===== config.mk =====
export PLATFORM = sky130hd
export DESIGN_NAME = debounce_edge_detector
export DESIGN_NICKNAME = d
export VERILOG_FILES = /design/src/rtl/debounce_pkg.sv /design/src/rtl/debounce_channel.sv /design/src/rtl/debounce_edge_detector.sv
export SDC_FILE = /design/constraint.sdc
export NUM_CORES = 1
export LEC_CHECK = 0
export CAP_MARGIN = 20
export CELL_PAD_IN_SITES_DETAIL_PLACEMENT = 1
export CELL_PAD_IN_SITES_GLOBAL_PLACEMENT = 2
export CORE_ASPECT_RATIO = 1.2
export CORE_MARGIN = 2
export CORE_UTILIZATION = 25
export DETAILED_ROUTE_END_ITERATION = 7
export GPL_ROUTABILITY_DRIVEN = 0
export MAX_ROUTING_LAYER = met4
export PLACE_DENSITY = 0.68
export SETUP_SLACK_MARGIN = 0.2
export SLEW_MARGIN = 20
export SYNTH_ARGS = -nofsm -noshare
export SYNTH_HDL_FRONTEND = slang
export SYNTH_SLANG_ARGS = --single-unit

===== constraint.sdc =====
create_clock -name CLK -period 6.2 [get_ports CLK]
set_clock_uncertainty 0.15 [all_clocks]
set_input_delay 0.93 -clock CLK [delete_from_list [all_inputs] [get_ports CLK]]
set_output_delay 0.93 -clock CLK [all_outputs]
set_load 0.005 [all_outputs]

===== src/rtl/debounce_pkg.sv =====
// Shared definitions for the debounce / edge-detect block:
// per-channel FSM state encoding and a constant clog2 for counter sizing.
package debounce_pkg;

  typedef enum logic {
    ST_STABLE = 1'b0,
    ST_CHECK  = 1'b1
  } state_t;

  // Ceiling log2, usable in parameter/localparam expressions.
  function automatic int unsigned clog2(input int unsigned value);
    int unsigned result;
    int unsigned rem;
    result = 0;
    rem    = value - 1;
    while (rem > 0) begin
      result++;
      rem = rem >> 1;
    end
    return result;
  endfunction

endpackage


===== src/rtl/debounce_channel.sv =====
// Single-bit debounce channel: two-state qualification FSM with a stability
// counter, registered level and rise/fall pulses, saturating edge counter.
// Optional macro DEBOUNCE_GLITCH_CNT_EN adds a saturating glitch counter.
module debounce_channel
  import debounce_pkg::*;
#(
  parameter int unsigned DEBOUNCE_CNT = 16,
  parameter int unsigned CNT_WIDTH    = 16,
  parameter logic        INIT_LEVEL   = 1'b0
) (
  input  logic                 clk,
  input  logic                 rst,
  input  logic                 din,
  input  logic                 en,
  input  logic                 clear,
  output logic                 dout,
  output logic                 rise,
  output logic                 fall,
`ifdef DEBOUNCE_GLITCH_CNT_EN
  output logic [CNT_WIDTH-1:0] glitch_cnt,
`endif
  output logic [CNT_WIDTH-1:0] edge_cnt
);

  localparam int unsigned    SW       = clog2(DEBOUNCE_CNT);
  localparam logic [SW-1:0]  CNT_LAST = SW'(DEBOUNCE_CNT - 1);

  state_t                 state, state_nxt;
  logic [SW-1:0]          cnt, cnt_nxt;
  logic                   dout_nxt, rise_nxt, fall_nxt;
  logic                   reject;
  logic [CNT_WIDTH-1:0]   edge_nxt;
`ifdef DEBOUNCE_GLITCH_CNT_EN
  logic [CNT_WIDTH-1:0]   glitch_nxt;
`endif

  // Next-state, qualification and counter update logic.
  always_comb begin
    state_nxt = ST_STABLE;
    cnt_nxt   = '0;
    dout_nxt  = dout;
    rise_nxt  = 1'b0;
    fall_nxt  = 1'b0;
    reject    = 1'b0;
    if (en) begin
      case (state)
        ST_STABLE: begin
          if (din != dout) begin
            state_nxt = ST_CHECK;
            cnt_nxt   = SW'(1);
          end
        end
        ST_CHECK: begin
          if (din == dout) begin
            reject = 1'b1;
          end else if (cnt == CNT_LAST) begin
            dout_nxt = din;
            rise_nxt = din;
            fall_nxt = ~din;
          end else begin
            state_nxt = ST_CHECK;
            cnt_nxt   = cnt + SW'(1);
          end
        end
      endcase
    end

    // Clear is applied before the increment so a coincident event yields 1.
    edge_nxt = clear ? '0 : edge_cnt;
    if (rise_nxt && (edge_nxt != '1))
      edge_nxt = edge_nxt + CNT_WIDTH'(1);

`ifdef DEBOUNCE_GLITCH_CNT_EN
    glitch_nxt = clear ? '0 : glitch_cnt;
    if (reject && (glitch_nxt != '1))
      glitch_nxt = glitch_nxt + CNT_WIDTH'(1);
`endif
  end

  // State and output registers with asynchronous reset.
  always_ff @(posedge clk or posedge rst) begin
    if (rst) begin
      state      <= ST_STABLE;
      cnt        <= '0;
      dout       <= INIT_LEVEL;
      rise       <= 1'b0;
      fall       <= 1'b0;
      edge_cnt   <= '0;
`ifdef DEBOUNCE_GLITCH_CNT_EN
      glitch_cnt <= '0;
`endif
    end else begin
      state      <= state_nxt;
      cnt        <= cnt_nxt;
      dout       <= dout_nxt;
      rise       <= rise_nxt;
      fall       <= fall_nxt;
      edge_cnt   <= edge_nxt;
`ifdef DEBOUNCE_GLITCH_CNT_EN
      glitch_cnt <= glitch_nxt;
`endif
    end
  end

endmodule


===== src/rtl/debounce_edge_detector.sv =====
// Multi-channel debounce and edge detector: parameter checks plus WIDTH
// independent debounce_channel instances with counter bus packing.
// Optional macro DEBOUNCE_GLITCH_CNT_EN adds the GLITCH_CNT output.
module debounce_edge_detector
  import debounce_pkg::*;
#(
  parameter int unsigned WIDTH        = 1,
  parameter int unsigned DEBOUNCE_CNT = 16,
  parameter int unsigned CNT_WIDTH    = 16,
  parameter logic        INIT_LEVEL   = 1'b0
) (
  input  logic                       CLK,
  input  logic                       RST,
  input  logic [WIDTH-1:0]           IN,
  input  logic                       EN,
  input  logic                       CLEAR,
  output logic [WIDTH-1:0]           OUT,
  output logic [WIDTH-1:0]           RISE,
  output logic [WIDTH-1:0]           FALL,
`ifdef DEBOUNCE_GLITCH_CNT_EN
  output logic [WIDTH*CNT_WIDTH-1:0] GLITCH_CNT,
`endif
  output logic [WIDTH*CNT_WIDTH-1:0] EDGE_CNT
);

  if (WIDTH < 1) begin : g_bad_width
    $error("debounce_edge_detector: WIDTH must be at least 1");
  end
  if (DEBOUNCE_CNT < 2 || DEBOUNCE_CNT > 65535) begin : g_bad_cnt
    $error("debounce_edge_detector: DEBOUNCE_CNT must be in 2..65535");
  end
  if (CNT_WIDTH < 1) begin : g_bad_cnt_width
    $error("debounce_edge_detector: CNT_WIDTH must be at least 1");
  end

  for (genvar i = 0; i < WIDTH; i++) begin : g_ch
    debounce_channel #(
      .DEBOUNCE_CNT (DEBOUNCE_CNT),
      .CNT_WIDTH    (CNT_WIDTH),
      .INIT_LEVEL   (INIT_LEVEL)
    ) u_channel (
      .clk        (CLK),
      .rst        (RST),
      .din        (IN[i]),
      .en         (EN),
      .clear      (CLEAR),
      .dout       (OUT[i]),
      .rise       (RISE[i]),
      .fall       (FALL[i]),
`ifdef DEBOUNCE_GLITCH_CNT_EN
      .glitch_cnt (GLITCH_CNT[i*CNT_WIDTH +: CNT_WIDTH]),
`endif
      .edge_cnt   (EDGE_CNT[i*CNT_WIDTH +: CNT_WIDTH])
    );
  end

endmodule


* Yosys cells after proc, flatten, opt, wreduce, memory -nomap -nowiden
Cells that the tools add are included.
Storage, ports and cells: logic and storage cells 37, register bits 24, output and inout bits 19
Cells by class: $add $sub $neg 2, muxes and demuxes 20, eq/ne operators 4, bitwise gates (word level) 3, reduce and logical (&&, ||, !) cells 2
Operators by type and width (number):
- 2-to-1 mux 16 bit | 2
- adder 16 x 1 -> 16 bit (second input constant) | 1
- != test 16 bit (second input constant) | 1
- 2-to-1 mux 1 bit | 13
- 2-to-1 mux 4 bit | 3
- one-hot mux 4 bit (2 select lines) | 1
- adder 4 x 1 -> 4 bit (second input constant) | 1
- == test 4 bit (second input constant) | 1
- AND reduction 4 bit | 1
- NOT 1 bit | 3
- one-hot mux 1 bit (2 select lines) | 1
- == test 1 bit | 1
- logical AND 1 bit | 1
- != test 1 bit | 1

* Depth between registers and ports, before layout
Gate-level depths: netlist of the first run.
depth in word-level cells 7, mapped depth 8, gate-level depth less buffers 6

* Worst setup path after synthesis of the first run
No wires, ideal clock.
kind in2reg, start input port CLEAR, end register g_ch[0].u_channel.edge_cnt[7], required time 5.925 ns, library setup time 0.125 ns, stages 8, path slack 3.412 ns, arrival 2.513 ns, path through buf_2 nor2b_1 ha_1 and3_1 and3_4 buf_6 a2111oi_2 mux2_2
Between the ends: cells in the longest elaborated chain, start to end 4, elaborated cells between the ends (all ways) 5
RTL lines:
- start, declared | line debounce_edge_detector.sv:16 | input logic CLEAR,
- 2-to-1 mux 16 bit (*) | line debounce_channel.sv:69 | edge_nxt = clear ? '0 : edge_cnt;
- parallel branches: the longest is 2 deep, another holds adder 16 x 1 -> 16 bit
- 2-to-1 mux 16 bit (*) | line debounce_channel.sv:70 | if (rise_nxt && (edge_nxt != '1))
- via g_ch[0].u_channel.edge_nxt[7] | line debounce_channel.sv:32 | logic [CNT_WIDTH-1:0] edge_nxt;
- end signal, assigned | line debounce_channel.sv:98 | edge_cnt <= edge_nxt;
- end, declared | line debounce_channel.sv:22 | output logic [CNT_WIDTH-1:0] edge_cnt
Mark *: on every way through the listed nets, which the timed path passes. A chain may end at the register's enable or synchronous reset.

* Final worst setup path of the first run
start input port CLEAR, end register g_ch[0].u_channel.edge_cnt[9]
The elaborated chain is that of the path after synthesis.

==> flow_summary.yaml, run 1 <==
synthesis:
  ys_types: 33
  yosys.area.top_type: "dfrtp_1"
  syn_area_per_cell_um2: 10.20
  ys_seq_elements: 24
  synth_warnings: 0
  syn-cell-area_um2: 1408
  synth_top_area_frac: 0.4267
  synthCells: 138
  syn_nets: 145
  post_synth_main_area_contributors: "dfrtp_1 43%, a2111oi_2 5.3%, mux2_2 4.8%"
  ys_seq_area_frac: 0.4267
final_layout:
  layout-drive-gt1-share: 0.1076
  layout.nets: 166
  antenna_cells: 0
  final_common_cell: "dfrtp_1"
  syn_to_final_growth_pct: 21.87
  mostFrequentLayoutCells: "24 x dfrtp_1, 23 x clkdlybuf4s50_1, 10 x nor2_1"
power_and_ir_drop:
  p_per_area_nw_per_um2: 164.7
  power.internal_mw: 0.2186
  power_frac_seq: 0.559
  ir_worst_vdd_uv: 65.89
  power_frac_comb: 0.045
  switchingPower_mw: 0.06399
  swShare: 0.2265
  power_frac_clock: 0.396
  p_leak_nw: 0.7114
drt:
  ant_nets: 0
  drt-initial-drc-count: 31
  finalWirelength_um: 3530
  vias: 1110
  avgRoutedWirePerCell_um: 16.05
  firstDrtPassIters: 4
  drc: 0
  viasPerCell: 5.045
setup_path:
  crit_chain: "clkdlybuf4s50_1 > nor2b_1 > ha_1 > and3_1 > and3_4 > a2111oi_2 > mux2_2"
  cp_max_fo: 25
  ff2ff_path_depth: 5
  critPathKind: "primary input to flop"
  end_kind: "flop"
  reg2reg_slack_ns: 3.75
  r2r-start: "g_ch[0].u_channel.cnt[0]"
  cp_slowest_stage_delay_ns: 0.98
  cp.arrival_ns: 3.55
  cp-start-kind: "primary input"
  r2r-end: "g_ch[0].u_channel.edge_cnt[8]"
  required_ns: 6.22
  cpMaxStageDelayCell: "clkdlybuf4s50_1"
clock_network:
  cts_tree: "yes"
  cts_root_buf: "clkbuf_8"
  clkTransAtPathRegs_ns: 0.09
  ctsResizeCount: 0
  hold_buffers: 0
  cts_buffers: 3
  cts_sinks: 24
  post_cts.repair.setup_buffers: 0
  cts.path.max_buffers: 2
  htree_levels: 1
  clock_latency_ns: 0.27
global_route:
  grt_usage: 0.1278
  grt_pass1_wl_um: 6030
  antenna_found_initial: 0
  grt_max_degree: 26
  overflow: 0
  grt_pass1_vias: 1171
sta:
  timing.final.crit_period_ns: 3.536
  finalHoldViolCount: 0
  setup_viol: 0
  hold-worst-slack_ns: 0.3432
  fmax_mhz: 282.8
  min_period_over_period: 0.5703
  fin_ws_ns: 2.664
  tightest_slew_ns: 0.9466
  slew-limit-headroom: 0.3650
  slew_viol_final: 0
  rsz0062_at_grt: "no"
  tns_ns: 0
worst_hold_path:
  min_path_type: "flop to flop"
  hold_start: "g_ch[0].u_channel.state"
  whs_path_depth: 1
  hold_end: "g_ch[0].u_channel.cnt[0]"
placement:
  pre_cts_slack_ns: 2.345
  port_buffers: 23
  place.detailed.hpwl_um: 2518
die:
  start_util: 0.2621
  die_h_um: 86.20
  ios: 24
  rows: 29
  die-area_um2: 6250
  core_um2: 5370
  dieWidth_um: 72.50
status:
  status: "completed"
job:
  maxCapViolations: 0
[power groups by stage]
stage	combinational [mW]	clock, mW	sequential (mW)
after floorplan	0.00741	0	0.161
after global placement	0.0124	0	0.161
after detailed placement	0.0131	0	0.161
final	0.0126	0.112	0.158
after global routing	0.0143	0.128	0.158
after CTS	0.0131	0.119	0.158
[metal layers]
layer | part of all wire | wire length, um | global-route usage | vias to the layer above
li1 | - | - | - | 530
met1 | 0.47 | 1642 | 0.1598 | 557
met2 | 0.50 | 1756 | 0.2135 | 18
met3 | 0.024 | 86 | 0.01744 | 5
met4 | 0.012 | 44 | 0.04040 | 0
met5 | 0 | 0 | - | -
[critical path: cells and delay by family]
kind / cells / cell delay [ns]
AND/OR/NAND/NOR: 3 / 0.62
buffers and inverters: 1 / 0.98
adder cells (fa/ha/maj): 1 / 0.26
multiplexers: 1 / 0.38
AO/OA/AOI/OAI: 1 / 0.38
[area by class of cell]
class | instances | area, um^2
Clock buffer | 4 | 55.05
Sequential cell | 24 | 600.6
Multi-Input combinational cell | 100 | 725.7
Tap cell | 62 | 77.57
Fill cell | 608 | 3655
Timing Repair Buffer | 23 | 230.2
Inverter | 7 | 26.28
[synth_stat cells (all sizes together)]
cell type / count
xnor2: 6
nor3: 3
nand4: 5
nor4b: 2
a311oi: 1
and3: 4
a2111oi: 5
and4: 3
a21o: 1
inv: 7
nor2: 10
and3b: 3
nor2b: 9
nand3b: 1
nand3: 7
a211oi: 4
a31oi: 1
o21ai: 1
nor4: 2
nand2: 7
mux2: 6
xor2: 4
buf: 6
clkbuf: 1
nand2b: 8
ha: 2
a21oi: 4
or3: 1
dfrtp: 24
[worst max path at each step]
stage	slack (ns)	depth (start not counted)	from	to
after CTS	2.65	7	CLEAR	g_ch[0].u_channel.edge_cnt[9]
final	2.66	7	CLEAR	g_ch[0].u_channel.edge_cnt[9]
after global placement	2.40	7	CLEAR	g_ch[0].u_channel.edge_cnt[9]
after global routing	2.38	7	CLEAR	g_ch[0].u_channel.edge_cnt[8]
after floorplan	3.41	8	CLEAR	g_ch[0].u_channel.edge_cnt[7]
after detailed placement	2.35	7	CLEAR	g_ch[0].u_channel.edge_cnt[9]
[cell families (layout without fill, tap and decap cells)]
logic type               count (synthesis)  in the layout  synth area share
buffers and inverters                   14             34           0.05778
XOR/XNOR                                10             10           0.06222
adder cells (fa/ha/maj)                  2              2           0.01777
AO/OA/AOI/OAI                           17             17            0.1084
multiplexers                             6              6           0.04800
flip-flops                              24             24            0.4267
AND/OR/NAND/NOR                         65             65            0.2791
[stage by stage]
step | cell area (um^2) | util | total power [mW] | instances
6_report | 1715 | 0.3194 | 0.2826 | 220
5_1_grt | 1715 | 0.3194 | 0.3004 | 220
4_1_cts | 1715 | 0.3194 | 0.2905 | 220
3_5_place_dp | 1660 | 0.3092 | 0.1741 | 216
3_3_place_gp | 1660 | 0.3092 | 0.1734 | 216
2_1_floorplan | 1408 | - | 0.1681 | 138
[flip-flops by register name, summed over array words and instances (netlist names)]
| name | cells |
|---|---|
| g_ch.u_channel.edge_cnt | 16 |
| g_ch.u_channel.rise | 1 |
| g_ch.u_channel.state | 1 |
| g_ch.u_channel.cnt | 4 |
| g_ch.u_channel.fall | 1 |
| g_ch.u_channel.dout | 1 |
Note: power is estimated with default switching activity, not from simulation.
==> inputs of run 2 (changes only) <==
clock period = 3.7 ns   (was 6.2 ns; I/O delays follow)
==> flow_summary.yaml, run 2 (synthesized netlist as in run 1, its figures left out) <==
power_and_ir_drop:
  switchingPower_mw: 0.1073
  p_per_area_nw_per_um2: 301.1
  ir_worst_vdd_uv: 141.2
  power.internal_mw: 0.4164
  power_frac_comb: 0.042
  p_leak_nw: 0.7232
  swShare: 0.2049
  power_frac_clock: 0.453
  p_total_mw: 0.5237
  power_frac_seq: 0.505
setup_path:
  cp.arrival_ns: 2.68
  end_kind: "flop"
  required_ns: 3.72
  cp-start-kind: "primary input"
  critPathKind: "primary input to flop"
  cp_max_fo: 23
clock_network:
  cts_root_buf: "clkbuf_8"
  cts_buffers: 3
  cts_tree: "yes"
  hold_buffers: 0
  cts.path.max_buffers: 2
  cts_sinks: 24
  htree_levels: 1
  clock_latency_ns: 0.27
  ctsResizeCount: 0
  clkTransAtPathRegs_ns: 0.09
  post_cts.repair.setup_buffers: 0
global_route:
  grt_usage: 0.1271
  overflow: 0
  grt_pass1_vias: 1179
  antenna_found_initial: 0
  grt_pass1_wl_um: 6030
  grt_max_degree: 25
sta:
  min_period_over_period: 0.7183
  slew-limit-headroom: 0.3662
  tns_ns: 0
  tightest_slew_ns: 0.9449
  rsz0062_at_grt: "no"
  fin_ws_ns: 1.042
  hold-worst-slack_ns: 0.3367
  fmax_mhz: 376.3
  slew_viol_final: 0
  setup_viol: 0
  finalHoldViolCount: 0
  timing.final.crit_period_ns: 2.658
drt:
  vias: 1145
  ant_nets: 0
  firstDrtPassIters: 4
  avgRoutedWirePerCell_um: 16.02
  drc: 0
  finalWirelength_um: 3541
  viasPerCell: 5.181
  drt-initial-drc-count: 58
die:
  dieWidth_um: 72.50
  start_util: 0.2621
  die_h_um: 86.20
  core_um2: 5370
  rows: 29
  die-area_um2: 6250
  ios: 24
final_layout:
  fin_area_um2: 1739
  regMostFlops: "g_ch.u_channel.edge_cnt"
  antenna_cells: 0
  largest_register_ffs: 16
  syn_to_final_growth_pct: 23.56
  mostFrequentLayoutCells: "24 x dfrtp_1, 23 x clkdlybuf4s50_1, 10 x nor2_1"
  final_common_cell: "dfrtp_1"
  layout.nets: 167
  layout-drive-gt1-share: 0.1132
  top_regs: "g_ch.u_channel.edge_cnt (16), g_ch.u_channel.cnt (4)"
placement:
  port_buffers: 23
  pre_cts_slack_ns: 0.7566
  placed_cell_area_um2: 1668
  place.detailed.hpwl_um: 2554
status:
  status: "completed"
job:
  maxCapViolations: 0
worst_hold_path:
  min_path_type: "flop to flop"
==> run 2: cell type report <==
type | count | area, um^2
Timing Repair Buffer | 24 | 237.7
Tap cell | 62 | 77.57
Clock buffer | 3 | 41.29
Multi-Input combinational cell | 100 | 725.7
Inverter | 7 | 26.28
Sequential cell | 24 | 600.6
Fill cell | 616 | 3631
Clock inverter | 1 | 30.03
==> run 2: worst max-delay path, stage by stage <==
cell             delay (ns)
clkdlybuf4s50_1        0.46
buf_4                  0.24
nand3b_1               0.22
nor4_4                 0.67
a21oi_1                0.22
mux2_2                 0.31
==> run 2: final timing paths <==
path	start	end	slack, ns	cells after the start
hold reg to reg	g_ch[0].u_channel.state	g_ch[0].u_channel.cnt[0]	0.34	1
setup reg to reg	g_ch[0].u_channel.cnt[0]	g_ch[0].u_channel.edge_cnt[8]	1.27	5
max in group asynchronous	RST	g_ch[0].u_channel.edge_cnt[12]	2.44	2
hold / removal	g_ch[0].u_channel.state	g_ch[0].u_channel.cnt[0]	0.34	1
setup / recovery	CLEAR	g_ch[0].u_channel.edge_cnt[1]	1.04	6
min in group asynchronous	RST	g_ch[0].u_channel.dout	0.52	2
==> run 2: layer usage <==
layer,global-route usage,wire (um),vias up
met2,0.2068,1768,17
met5,-,0,-
met1,0.1611,1653,591
met3,0.01744,79,4
met4,0.04545,40,0
li1,-,-,533
==> run 2: power groups by stage <==
| stage | Clock [mW] | Combinational, mW | Sequential (mW) |
|---|---|---|---|
| after floorplan | 0 | 0.0124 | 0.269 |
| after global placement | 0 | 0.0219 | 0.270 |
| after detailed placement | 0 | 0.0228 | 0.270 |
| after CTS | 0.247 | 0.0228 | 0.265 |
| after global routing | 0.255 | 0.0253 | 0.265 |
| final | 0.237 | 0.0221 | 0.265 |
==> run 2: through the flow <==
step / util / instances
2_1_floorplan: - / 138
3_3_place_gp: 0.3106 / 217
3_5_place_dp: 0.3106 / 217
4_1_cts: 0.3239 / 221
5_1_grt: 0.3239 / 221
6_report: 0.3239 / 221
